`src/rtl/mem_arbiter.sv`:
```
// Arbitrates a fetch port (I) and a memory-stage port (D) onto one memory port.
// One transaction is in flight at a time; D wins ties until I has waited STARVE_LIMIT grants.
module mem_arbiter #(
  parameter int unsigned DATA_WIDTH   = 32,
  parameter int unsigned ADDR_WIDTH   = 32,
  parameter int unsigned STARVE_LIMIT = 4
) (
  input  logic                  clk,
  input  logic                  rst,
  input  logic                  ireq_i,
  input  logic [ADDR_WIDTH-1:0] iaddr_i,
  output logic [DATA_WIDTH-1:0] irdata_o,
  output logic                  ivalid_o,
  output logic                  istall_o,
  input  logic                  dreq_i,
  input  logic                  dwe_i,
  input  logic [ADDR_WIDTH-1:0] daddr_i,
  input  logic [DATA_WIDTH-1:0] dwdata_i,
  input  logic [3:0]            dbyteen_i,
  output logic [DATA_WIDTH-1:0] drdata_o,
  output logic                  dvalid_o,
  output logic                  dstall_o,
  output logic                  mreq_o,
  output logic                  mwe_o,
  output logic [ADDR_WIDTH-1:0] maddr_o,
  output logic [DATA_WIDTH-1:0] mwdata_o,
  output logic [3:0]            mbyteen_o,
  input  logic                  mready_i,
  input  logic                  mrvalid_i,
  input  logic [DATA_WIDTH-1:0] mrdata_i
);

  localparam int unsigned CntW = (STARVE_LIMIT < 1) ? 1 : $clog2(STARVE_LIMIT + 1);
  localparam logic [CntW-1:0] Limit = CntW'(STARVE_LIMIT);

  typedef enum logic [1:0] {StIdle, StReq, StWait} state_e;

  state_e                r_state, w_state_d;
  logic                  r_own_i;
  logic [CntW-1:0]       r_starve, w_starve_d;
  logic                  r_we;
  logic [ADDR_WIDTH-1:0] r_addr;
  logic [DATA_WIDTH-1:0] r_wdata;
  logic [3:0]            r_byteen;
  logic [DATA_WIDTH-1:0] r_irdata, r_drdata;
  logic                  r_ivalid, r_dvalid;
  logic                  w_i_elig, w_d_elig;
  logic                  w_grant_i, w_grant_d;
  logic                  w_done;

  // A side that is completing this cycle must not be regranted in the same cycle.
  assign w_i_elig = ireq_i & ~r_ivalid;
  assign w_d_elig = dreq_i & ~r_dvalid;
  assign w_done   = (r_state == StWait) & mrvalid_i;

  always_comb begin
    w_state_d  = r_state;
    w_starve_d = r_starve;
    w_grant_i  = 1'b0;
    w_grant_d  = 1'b0;
    case (r_state)
      StIdle: begin
        if (w_d_elig && (!w_i_elig || (r_starve < Limit))) begin
          w_grant_d = 1'b1;
          w_state_d = StReq;
          if (ireq_i) begin
            w_starve_d = (r_starve == Limit) ? Limit : r_starve + 1'b1;
          end else begin
            w_starve_d = '0;
          end
        end else if (w_i_elig) begin
          w_grant_i  = 1'b1;
          w_state_d  = StReq;
          w_starve_d = '0;
        end
      end
      StReq: begin
        if (mready_i) w_state_d = StWait;
      end
      StWait: begin
        if (mrvalid_i) w_state_d = StIdle;
      end
      default: w_state_d = StIdle;
    endcase
  end

  always_ff @(posedge clk) begin
    if (rst) begin
      r_state  <= StIdle;
      r_own_i  <= 1'b0;
      r_starve <= '0;
      r_we     <= 1'b0;
      r_addr   <= '0;
      r_wdata  <= '0;
      r_byteen <= '0;
      r_irdata <= '0;
      r_drdata <= '0;
      r_ivalid <= 1'b0;
      r_dvalid <= 1'b0;
    end else begin
      r_state  <= w_state_d;
      r_starve <= w_starve_d;
      r_ivalid <= w_done & r_own_i;
      r_dvalid <= w_done & ~r_own_i;
      if (w_grant_d) begin
        r_own_i  <= 1'b0;
        r_we     <= dwe_i;
        r_addr   <= daddr_i;
        r_wdata  <= dwdata_i;
        r_byteen <= dbyteen_i;
      end else if (w_grant_i) begin
        r_own_i  <= 1'b1;
        r_we     <= 1'b0;
        r_addr   <= iaddr_i;
        r_wdata  <= '0;
        r_byteen <= 4'hF;
      end
      if (w_done) begin
        if (r_own_i) r_irdata <= mrdata_i;
        else         r_drdata <= mrdata_i;
      end
    end
  end

  assign mreq_o    = (r_state == StReq);
  assign mwe_o     = r_we;
  assign maddr_o   = r_addr;
  assign mwdata_o  = r_wdata;
  assign mbyteen_o = r_byteen;
  assign irdata_o  = r_irdata;
  assign drdata_o  = r_drdata;
  assign ivalid_o  = r_ivalid;
  assign dvalid_o  = r_dvalid;
  assign istall_o  = ireq_i & ~r_ivalid;
  assign dstall_o  = dreq_i & ~r_dvalid;

endmodule

```
`config.mk`:
```
export PLATFORM = sky130hd
export DESIGN_NAME = mem_arbiter
export DESIGN_NICKNAME = d
export VERILOG_FILES = /design/src/rtl/mem_arbiter.sv
export SDC_FILE = /design/constraint.sdc
export NUM_CORES = 1
export LEC_CHECK = 0
export BUFFER_PORTS_ARGS = -buffer_cell sky130_fd_sc_hd__clkbuf_2
export CAP_MARGIN = 30
export CELL_PAD_IN_SITES_DETAIL_PLACEMENT = 1
export CELL_PAD_IN_SITES_GLOBAL_PLACEMENT = 2
export CORE_MARGIN = 2
export CORE_UTILIZATION = 24
export CTS_CLUSTER_DIAMETER = 100
export CTS_CLUSTER_SIZE = 25
export DETAILED_ROUTE_END_ITERATION = 10
export GPL_ROUTABILITY_DRIVEN = 0
export PLACE_DENSITY = 0.87
export SLEW_MARGIN = 10
export SYNTH_ARGS = -nofsm -noshare
export SYNTH_HDL_FRONTEND = slang
export SYNTH_SLANG_ARGS = --single-unit
```
`constraint.sdc`:
```
create_clock -name clk -period 1.75 [get_ports clk]
set_clock_uncertainty 0.05 [all_clocks]
set_input_delay 0.175 -clock clk [delete_from_list [all_inputs] [get_ports clk]]
set_output_delay 0.175 -clock clk [all_outputs]
set_load 0.01 [all_outputs]
```
# == After elaboration in Yosys (flattened, before gate mapping) ==
# Cells that the tools add are included.
# word_totals
word_cells,60
reg_bits,141
# op_classes
n_eq_ne,6
n_reduce_logical,11
n_lt_le_gt_ge,1
addsub,1
n_bitwise,8
n_mux,22
# ops
op,count
2-to-1 mux 32 bit,4
2-to-1 mux 3 bit,4
2-to-1 mux 2 bit,4
2-to-1 mux 4 bit,2
2-to-1 mux 1 bit,7
case mux 2 bit (3 select lines),1
AND reduction 2 bit,3
AND 1 bit,5
nonzero test 2 bit,2
adder 3 x 1 -> 3 bit (second input constant),1
equality test 3 bit (second input constant),1
less-than comparator 3 bit (second input constant),1
!= test 3 bit (second input constant),1
inverter 1 bit,3
AND reduction 3 bit,1
equality test 2 x 1 -> 1 bit (second input constant),1
equality test 2 bit (second input constant),1
logical NOT 2 bit,1
!= test 2 x 1 -> 1 bit (second input constant),1
!= test 2 bit (second input constant),1
OR reduction 2 bit,1
logical AND 1 bit,1
logical NOT 1 bit,1
logical OR 1 bit,1

# == Logic depth before layout (Yosys ltp) ==
# depth
word_depth,9
depth_mapped,7
mapped_depth_nobuf,5

# == Worst setup path after synthesis ==
# Ideal clock, no wire load.
# synth_timing
kind,register to register
startpoint,register r_state[0]
endpoint,register r_addr[10] (netlist: maddr_o[10])
setup_time_ns,0.132
slack_ns,0.178
arrival_ns,1.390
path_stages_with_launch,8
n_path_buf,3
cell_sequence,dfxtp_1 buf_4 nor4b_4 a21bo_1 buf_6 buf_6 o22ai_2 nor3_1
# synth_between
elab_chain_cells,3
# synth_lines
element,line,text
start: declaration,38,"state_e r_state, w_state_d;"
start signal: assignment,89,r_state <= StIdle;
start signal: assignment,101,r_state <= w_state_d;
logical NOT 2 bit *,61,case (r_state)
2-to-1 mux 1 bit,61,
2-to-1 mux 32 bit or nonzero test 2 bit (tied branches),n/a,
end signal: assignment,108,r_addr <= daddr_i;
end signal: assignment,114,r_addr <= iaddr_i;
end: declaration,42,logic [ADDR_WIDTH-1:0] r_addr;
# Every way passes the cells marked *; elsewhere a longest branch is shown, timed or not.
# A chain may end at the register's enable or synchronous reset.

# == Worst setup path after layout ==
# layout_timing
startpoint,register r_state[0]
endpoint,output port mreq_o
# layout_between
elab_chain_cells,1
# layout_lines
element,line,text
equality test 2 x 1 -> 1 bit,125,assign mreq_o = (r_state == StReq);
end: declaration,23,"output logic mreq_o,"
# Every way passes these cells.

==> impl_metrics.toml <==
[drt]
drcViolationCount = 0
vias = 5640
wire_per_inst_um = 15.8
viasPerCell = 4.49
drtIter0Drc = 187
firstDrtPassIters = 4
routed_wl_um = 19900
final_antenna_net_count = 0

[logic_synthesis]
yosysTopAreaCell = "dfxtp_1"
synth.top_cell.area_share = 0.539
synthArstFlopShare = 0
ys_seq_area_frac = 0.539
synth_most_common_cell = "dfxtp_1"
synth_area_um2 = 5240
syn-num-nets = 734
synthesis.instances = 593
synth_flop_cell = "dfxtp_1"
yosys_warnings = 0
synth.area.top_cells = "dfxtp_1 (54%), nand2_1 (9.2%), o22ai_2 (7.2%)"
synth_edf_count = 0
ys_ff_latch = 141
netlist_top_cells_count = "dfxtp_1 (141), nand2_1 (129), nor2_1 (77)"
avgSynthCellArea_um2 = 8.83
yosysUniqueCellTypes = 29

[layout]
register_area_um2 = 2820
stdcell_area_um2 = 8690
drive_gt1_frac = 0.376
multi_input_area_um2 = 2180
nNetsFinal = 1104
nFillCells = 2582
syn_to_final_growth_pct = 65.9

[worst_setup_path]
critPathLaunchType = "register"
crit_type = "register to output pin"
critPathCaptureType = "output pin"
required_ns = 1.52
critPathMaxFanout = 7
arrival_ns = 1.39

[clock_network]
root_buffer = "clkbuf_16"
htree_levels = 4
clockBufferDepth = 2
clk_pin_slew_ns = 0.06
clk_latency_ns = 0.41
cts_made_buffers = 17
cts_tree = "yes"
cts.sink_count = 141

[timing]
rsz0062_at_grt = "no"
maxSlewViolCount = 0
tightest_slew_ns = 0.375
fin_setup_tns_ns = 0
setup_viol = 0
fin_crit_ns = 1.62
slew_headroom = 0.750
period_share = 0.924
finalHoldViolCount = 0
max_freq_mhz = 618

[die]
dieWidth_um = 152
start_util = 0.242
rows = 54
die_area_um2 = 23000
die_h_um = 152
ios = 277
core_area_um2 = 21600

[placement]
io_buffers = 276
dpl_cell_area_um2 = 7020
hpwlAfterDp_um = 12700

[global_route]
grt_pass1_wl_um = 29900
grt_max_degree = 75
grt-ovfl-total = 0
antenna_found_initial = 1
grtUsageTotal = 0.166
first_global_vias = 5837

[worst_hold_path]
hp-class = "input port to register"

[power_and_ir_drop]
power_density_nw_per_um2 = 983
power.leakage_nw = 3.80
vdd_drop_max_mv = 0.494

[run_status]
outcome = "complete, no violations"

[flow_run]
maxCapViolCount = 0
==> layer usage <==
layer | routed length, um | track usage
met1 | 7950 | 0.184
met2 | 10100 | 0.295
met3 | 1260 | 0.0512
met4 | 549 | 0.0671
met5 | 0 | 0
==> critical path: stages (launching register included) <==
cell	delay (ns)
dfxtp_1	0.41
buf_4	0.19
nor2b_2	0.18
clkbuf_2	0.20
==> repair_timing <==
action / in CTS / in global routing
hold buffers: 104 / 0
gates resized for setup: 0 / 3
setup buffers: 0 / 1
hold endpoints to repair: 135 / 0
setup endpoints to repair: 0 / 38
==> cell usage in the layout, fill, tap and decap left out, types with 2 or more instances in the layout <==
| cell type | n |
|---|---|
| ha_1 | 2 |
| dfxtp_1 | 140 |
| buf_4 | 10 |
| nand2b_1 | 3 |
| clkinvlp_4 | 3 |
| bufinv_16 | 2 |
| nor3_1 | 34 |
| inv_1 | 3 |
| a21oi_1 | 67 |
| clkbuf_2 | 275 |
| clkbuf_16 | 17 |
| a22oi_1 | 36 |
| clkbuf_8 | 5 |
| buf_12 | 11 |
| nor2_1 | 77 |
| clkinv_2 | 2 |
| nand2_1 | 129 |
| o22ai_2 | 30 |
| clkinv_4 | 2 |
| o22ai_1 | 6 |
| dlygate4sd3_1 | 104 |
==> cell type report <==
type / instances / area share
flip-flops and latches: 141 / 0.325
inverters: 3 / 0.00130
clock buffers: 22 / 0.0569
diodes: 1 / 0.000288
well taps: 280 / 0.0403
repair buffers: 400 / 0.312
clock inverters: 9 / 0.0127
multi-input cells: 400 / 0.251
==> worst paths after layout <==
kind / cells past startpoint / start / slack, ns / end
setup reg to reg: 5 / r_state[1] / 0.14 / maddr_o[4]
setup / recovery: 3 / r_state[0] / 0.13 / mreq_o
hold reg to reg: 2 / drdata_o[15] / 0.40 / drdata_o[15]
hold / removal: 3 / daddr_i[9] / 0.02 / maddr_o[9]
==> power breakdown <==
part / leakage (nW) / internal (W) / switching (W)
clock: 0.290 / 0.00228 / 0.00143
sequential: 1.15 / 0.00338 / 0.000101
combinational: 2.36 / 0.000673 / 0.000678
total: 3.80 / 0.00634 / 0.00221
==> flip-flops by register name, indices dropped and copies added, names as in the netlist <==
| name | cells |
|---|---|
| mwe_o | 1 |
| drdata_o | 32 |
| mbyteen_o | 4 |
| r_starve | 3 |
| r_own_i | 1 |
| irdata_o | 32 |
| dvalid_o | 1 |
| r_state | 2 |
| mwdata_o | 32 |
| ivalid_o | 1 |
| maddr_o | 32 |
==> logic make-up after synthesis <==
| logic type | Yosys count | share of synthesized area |
|---|---|---|
| buffers and inverters | 52 | 0.0499 |
| flip-flops | 141 | 0.539 |
| AND/OR/NAND/NOR | 253 | 0.201 |
| adder cells (fa/ha/maj) | 2 | 0.00478 |
| AO/OA/AOI/OAI | 145 | 0.205 |
==> through the flow <==
stage	util	total power (W)	cells	worst slack, ns	hold WS (ns)
floorplan	-	0.00417	593	0.178	0.261
global placement	0.325	0.00469	1119	0.135	0.367
detailed placement	0.325	0.00471	1119	0.0811	0.373
CTS	0.401	0.00864	1254	0.0457	0.00785
global route	0.402	0.00894	1256	0.0264	0.00811
finish	0.402	0.00855	1256	0.133	0.0238
Note: power is estimated with default switching activity, not from simulation.
